**src/rtl/alu_rr_sequencer.sv**
```systemverilog
// Hardwired control sequencer for register-register ALU instructions (T0..T5).
// Adds memory-ready wait states in T1 and traps opcodes not set in LEGAL_MASK.
module alu_rr_sequencer #(
    parameter int          NUM_REGS   = 16,
    parameter int          REG_W      = 4,
    parameter int          OPC_W      = 5,
    parameter logic [31:0] LEGAL_MASK = 32'h0000_1FFF
) (
    input  logic                Clock,
    input  logic                Reset_n,
    input  logic                Run,
    input  logic                Mem_ready,
    input  logic [31:0]         IR,
    output logic                PCout,
    output logic                Zlowout,
    output logic                MDRout,
    output logic                MARin,
    output logic                PCin,
    output logic                MDRin,
    output logic                IRin,
    output logic                Yin,
    output logic                Zin,
    output logic                IncPC,
    output logic                Read,
    output logic [NUM_REGS-1:0] Rout,
    output logic [NUM_REGS-1:0] Rin,
    output logic [OPC_W-1:0]    ALU_op,
    output logic                Done,
    output logic                Illegal
);

    // Instruction fields pack downward from bit 31: opcode, Ra, Rb, Rc.
    localparam int OPC_LSB = 32 - OPC_W;
    localparam int RA_LSB  = OPC_LSB - REG_W;
    localparam int RB_LSB  = RA_LSB - REG_W;
    localparam int RC_LSB  = RB_LSB - REG_W;

    typedef enum logic [3:0] {
        S_IDLE = 4'd0,
        S_T0   = 4'd1,
        S_T1   = 4'd2,
        S_T2   = 4'd3,
        S_T3   = 4'd4,
        S_T4   = 4'd5,
        S_T5   = 4'd6,
        S_TRAP = 4'd7
    } state_t;

    state_t state_reg;
    state_t state_next;

    logic [OPC_W-1:0]    opcode;
    logic [REG_W-1:0]    ra_idx;
    logic [REG_W-1:0]    rb_idx;
    logic [REG_W-1:0]    rc_idx;
    logic                opcode_legal;
    logic [NUM_REGS-1:0] ra_onehot;
    logic [NUM_REGS-1:0] rb_onehot;
    logic [NUM_REGS-1:0] rc_onehot;
    logic                ir_unused;

    assign opcode = IR[31:OPC_LSB];
    assign ra_idx = IR[RA_LSB +: REG_W];
    assign rb_idx = IR[RB_LSB +: REG_W];
    assign rc_idx = IR[RC_LSB +: REG_W];

    // Immediate/unused low bits of the instruction carry no control meaning.
    assign ir_unused = ^IR[RC_LSB-1:0];

    // Opcodes beyond the 32-entry mask shift out to zero and therefore trap.
    assign opcode_legal = |(LEGAL_MASK & (32'd1 << opcode));

    // Indices with no matching register produce an all-zero vector, so an
    // out-of-range destination simply writes nothing.
    for (genvar gi = 0; gi < NUM_REGS; gi++) begin : g_reg_decode
        assign ra_onehot[gi] = (ra_idx == REG_W'(gi));
        assign rb_onehot[gi] = (rb_idx == REG_W'(gi));
        assign rc_onehot[gi] = (rc_idx == REG_W'(gi));
    end

    always_ff @(posedge Clock or negedge Reset_n) begin
        if (!Reset_n) begin
            state_reg <= S_IDLE;
        end else begin
            state_reg <= state_next;
        end
    end

    always_comb begin
        state_next = state_reg;
        PCout      = 1'b0;
        Zlowout    = 1'b0;
        MDRout     = 1'b0;
        MARin      = 1'b0;
        PCin       = 1'b0;
        MDRin      = 1'b0;
        IRin       = 1'b0;
        Yin        = 1'b0;
        Zin        = 1'b0;
        IncPC      = 1'b0;
        Read       = 1'b0;
        Rout       = '0;
        Rin        = '0;
        ALU_op     = '0;
        Done       = 1'b0;
        Illegal    = 1'b0;

        case (state_reg)
            S_IDLE: begin
                if (Run) begin
                    state_next = S_T0;
                end
            end
            S_T0: begin
                PCout      = 1'b1;
                MARin      = 1'b1;
                IncPC      = 1'b1;
                Zin        = 1'b1;
                state_next = S_T1;
            end
            S_T1: begin
                // PC loads only on the cycle memory data arrives, so wait
                // cycles never re-load it.
                Zlowout = 1'b1;
                Read    = 1'b1;
                MDRin   = 1'b1;
                PCin    = Mem_ready;
                if (Mem_ready) begin
                    state_next = S_T2;
                end
            end
            S_T2: begin
                MDRout     = 1'b1;
                IRin       = 1'b1;
                state_next = S_T3;
            end
            S_T3: begin
                if (opcode_legal) begin
                    Rout       = rb_onehot;
                    Yin        = 1'b1;
                    state_next = S_T4;
                end else begin
                    state_next = S_TRAP;
                end
            end
            S_T4: begin
                Rout       = rc_onehot;
                Zin        = 1'b1;
                ALU_op     = opcode;
                state_next = S_T5;
            end
            S_T5: begin
                Zlowout    = 1'b1;
                Rin        = ra_onehot;
                Done       = 1'b1;
                state_next = Run ? S_T0 : S_IDLE;
            end
            S_TRAP: begin
                Illegal    = 1'b1;
                state_next = S_IDLE;
            end
            default: begin
                state_next = S_IDLE;
            end
        endcase
    end

endmodule

```
**config.mk**
```make
export PLATFORM = sky130hd
export DESIGN_NAME = alu_rr_sequencer
export DESIGN_NICKNAME = d
export VERILOG_FILES = /design/src/rtl/alu_rr_sequencer.sv
export SDC_FILE = /design/constraint.sdc
export NUM_CORES = 1
export LEC_CHECK = 0
export BUFFER_PORTS_ARGS = -buffer_cell sky130_fd_sc_hd__buf_2
export CAP_MARGIN = 15
export CORE_MARGIN = 4
export CORE_UTILIZATION = 30
export CTS_BUF_LIST = sky130_fd_sc_hd__clkbuf_8
export CTS_CLUSTER_DIAMETER = 30
export DETAILED_ROUTE_END_ITERATION = 8
export PLACE_DENSITY = 0.77
export SYNTH_ARGS = -nofsm -noshare
export SYNTH_HDL_FRONTEND = slang
export SYNTH_SLANG_ARGS = --single-unit
```
**constraint.sdc**
```tcl
create_clock -name Clock -period 1.8 [get_ports Clock]
set_input_delay 0.36 -clock Clock [delete_from_list [all_inputs] [get_ports Clock]]
set_output_delay 0.36 -clock Clock [all_outputs]
set_load 0.1 [all_outputs]
```
==> results of run 1 <==
-- stage by stage --
stage	setup WS [ns]	instances	cell area [sq um]	TNS, ns	hold slack [ns]
global placement	-0.147	205	2360	-1.69	0.155
floorplan	-0.719	96	1220	-17.70	0.0644
-- cells in the mapped netlist, types with 2 or more instances --
master	count	area share (%)
and3_1	6	5.6
buf_4	7	7.9
dfrtp_1	3	11
inv_1	2	1.1
nand2_1	5	2.8
nand2b_1	8	7.5
nand3_1	2	1.5
nand3b_1	2	2.3
nand4_1	2	1.9
nand4b_1	3	3.9
nor2_1	14	7.9
nor2b_1	3	2.8
nor3_1	4	3.0
o22ai_1	10	9.4
o32ai_1	6	7.9
or2_2	3	2.8
-- kinds of logic after synthesis --
family	synth area share, %
AO/OA/AOI/OAI	21.1
buffers and inverters	10.3
flip-flops	11.3
multiplexers	1.50
AND/OR/NAND/NOR	55.8
==> flow_summary.json, run 1 <==
{
  "syn_inst": 96,
  "stop_error": "[ERROR DPL-0038] Utilization greater than 100%, impossible to legalize",
  "die_h_um": 55.1,
  "place_congestion": 0.754,
  "status": "aborted with a tool error",
  "yosys_register_bits": 3,
  "synth_area_sq_um": 666,
  "synth.yosys.seq_area_share_pct": 11.3,
  "die_x_um": 55.1,
  "failed_stage": "3_5_place_dp",
  "synth_nets": 132,
  "ys_warn_count": 0,
  "avgSynthCellArea_sq_um": 6.93,
  "synth_cell_types": 32,
  "io_pins": 86,
  "ys.flop_type": "dfrtp_1",
  "synthArstFlopShare_pct": 100,
  "io_buffers": 70,
  "rows": 16,
  "synth_edf_count": 0,
  "start_util_pct": 32.6
}
==> run 2, diff against run 1 <==
CORE_AREA = 4 4 65 67   (was default)
CORE_MARGIN = default   (was 4)
CORE_UTILIZATION = default   (was 30)
CTS_BUF_LIST = default   (was sky130_fd_sc_hd__clkbuf_8)
CTS_CLUSTER_DIAMETER = default   (was 30)
DIE_AREA = 0 0 69 71   (was default)
PLACE_DENSITY = default   (was 0.77)
PLACE_DENSITY_LB_ADDON = 0.15   (was default)
==> flow_summary.json, run 2 <==
{
  "status": "finished, violations left",
  "violations": "negative setup slack",
  "dpl.cell_count": 231,
  "dpl_cell_area_sq_um": 2430,
  "peakVddDrop_mv": 1.09,
  "die-area_sq_um": 4900,
  "clock_latency_ns": 0.22,
  "r2r_slack_ns": 0.26,
  "switching_share_pct": 57.1,
  "synth_nets": 132,
  "power_leakage_nw": 0.945,
  "ys.flop_type": "dfrtp_1",
  "fillCellCount": 264,
  "worstSetupPathType": "register to output pin",
  "syn2layout_area_growth_pct": 296,
  "drc_errors": 0,
  "grt_usage_pct": 14.8,
  "cts_root_buf": "clkbuf_8",
  "whs_ns": 0.474,
  "postRouteAntennaNets": 0,
  "cp-end-kind": "output pin",
  "worstMarginPinSlew_ns": 0.454,
  "diodes": 0,
  "setup_viol": 45,
  "max_freq_mhz": 473,
  "die_h_um": 71,
  "grt_max_degree": 14,
  "cts_tree": "built",
  "rows": 22,
  "yosys.area.top_type": "dfrtp_1",
  "power_mw": 2.82,
  "fin_skew_ns": 0.00439,
  "power_frac_clock_pct": 7.0,
  "final_area_sq_um": 2640,
  "p_int_mw": 1.21,
  "hold_class": "input pin to asynchronous set/reset pin",
  "synth_top_area_share_pct": 11.3,
  "dp_hpwl_um": 3030,
  "clockBufferDepth": 2,
  "clkSinkCount": 3,
  "final_common_cell": "buf_12",
  "core_sq_um": 3630,
  "synthArstFlopShare_pct": 100,
  "first_pass_iters": 4,
  "min_period_ns": 2.12,
  "cp_max_fo": 3,
  "rr_startpoint": "state_reg[0]",
  "synthTopCellsByArea": "dfrtp_1 (11%), o22ai_1 (9.4%), buf_4 (7.9%)",
  "syn_inst": 96,
  "final_cells": 245,
  "yosysMostFrequentCell": "nor2_1",
  "yosys_register_bits": 3,
  "final_max_slew_viol_count": 0,
  "worst_slew_margin_rel_pct": 69.7,
  "io_buffers": 70,
  "clk_pin_slew_ns": 0.03,
  "rsz0062_at_grt": "true",
  "largest_reg_flops": 3,
  "ys_warn_count": 0,
  "synth.yosys.seq_area_share_pct": 11.3,
  "synth_common_cells": "nor2_1 (14), o22ai_1 (10), nand2b_1 (8), buf_4 (7)",
  "synth_edf_count": 0,
  "max_cap_viol_count": 0,
  "critPathLaunchType": "register",
  "synth_cell_types": 32,
  "required_ns": 1.44,
  "crit_path_end": "Rin[8]",
  "place_congestion": 0.738,
  "period_share_pct": 118,
  "crit_path_start": "state_reg[0]",
  "r2r_cells": 5,
  "io_pins": 86,
  "die_x_um": 69,
  "pwr_density_cell_nw_per_um2": 1070,
  "hold_viol_final": 0,
  "nets": 234,
  "antenna_found_initial": 0,
  "grt_pass1_vias": 1233,
  "cts_made_buffers": 3,
  "layout_common_cells": "buf_12 (51), buf_2 (20), buf_4 (18)",
  "post-place-ws_ns": -0.209,
  "pwr-share-comb_pct": 88.0,
  "wl_per_cell_um": 14.9,
  "final_util_pct": 72.6,
  "grt_pass1_wl_um": 6180,
  "vias_per_cell": 4.71,
  "first_iter_violations": 41,
  "start_util_pct": 18.3,
  "routed_wirelength_um": 3640,
  "avgSynthCellArea_sq_um": 6.93,
  "grt_overflow": 0,
  "worstPathArrival_ns": 1.76,
  "r2r_end": "state_reg[1]",
  "num_vias": 1153,
  "fin_setup_tns_ns": -8.86,
  "synth_area_sq_um": 666,
  "cts_max_level": 1,
  "drive_gt1_share_pct": 82.7,
  "switchingPower_mw": 1.61,
  "pwr-share-seq_pct": 5.1,
  "fin_ws_ns": -0.316
}
## run 2: cell counts after synthesis
Identical to the previous run, type by type.
## run 2: how the worst min path moves through the flow
stage,start,end,slack [ns]
3_3_place_gp,Reset_n,state_reg[2],0.16
3_5_place_dp,Reset_n,state_reg[2],0.16
2_1_floorplan,Reset_n,state_reg[0],0.06
6_report,Reset_n,state_reg[0],0.47
4_1_cts,Reset_n,state_reg[1],0.47
5_1_grt,Reset_n,state_reg[2],0.50
## run 2: final cells by class
class | count | area, sq um | share of cell area (%)
clock buffer | 4 | 45.0 | 1.71
timing repair buffer | 106 | 1450 | 54.9
tap | 48 | 60.1 | 2.28
sequential | 3 | 76.3 | 2.90
multi-input combinational | 82 | 997 | 37.8
inverter | 2 | 11.3 | 0.427
## run 2: kinds of logic (layout without fill, tap and decap cells)
family / after synthesis / after routing / synth area share, %
AOI/OAI and AO/OA: 20 / 20 / 21.1
muxes: 1 / 1 / 1.50
DFF: 3 / 3 / 11.3
and+or+nand+nor: 61 / 61 / 55.8
buffers and inverters: 11 / 112 / 10.3
## run 2: routing by layer
metal / vias up / wire length (um) / GRT usage (%)
li1: 568 / - / -
met1: 541 / 1570 / 18.3
met2: 42 / 1860 / 26.8
met3: 2 / 185 / 3.13
met4: 0 / 27 / 2.60
met5: - / 0 / 0
## run 2: power groups by stage
stage / Sequential [mW] / Clock, mW / Combinational (mW)
2_1_floorplan: 0.133 / 0 / 1.75
3_3_place_gp: 0.144 / 0 / 2.28
3_5_place_dp: 0.143 / 0 / 2.30
4_1_cts: 0.142 / 0.194 / 2.45
5_1_grt: 0.149 / 0.206 / 2.57
6_report: 0.143 / 0.196 / 2.48
## run 2: critical path, stage by stage, from the launching register on
cell     delay (ns)
dfrtp_2        0.42
and3b_2        0.25
or3b_4         0.43
buf_12         0.15
nor2_4         0.09
buf_12         0.18
## run 2: timing repair
item,in CTS,in global routing
endpoints found under the setup margin,42,45
gates resized for setup,12,6
hold endpoints to repair,3,0
pin swaps,15,3
setup buffers,8,1
hold buffers,1,0
gates cloned,0,0
No activity file was read; power rests on OpenSTA's default activity.
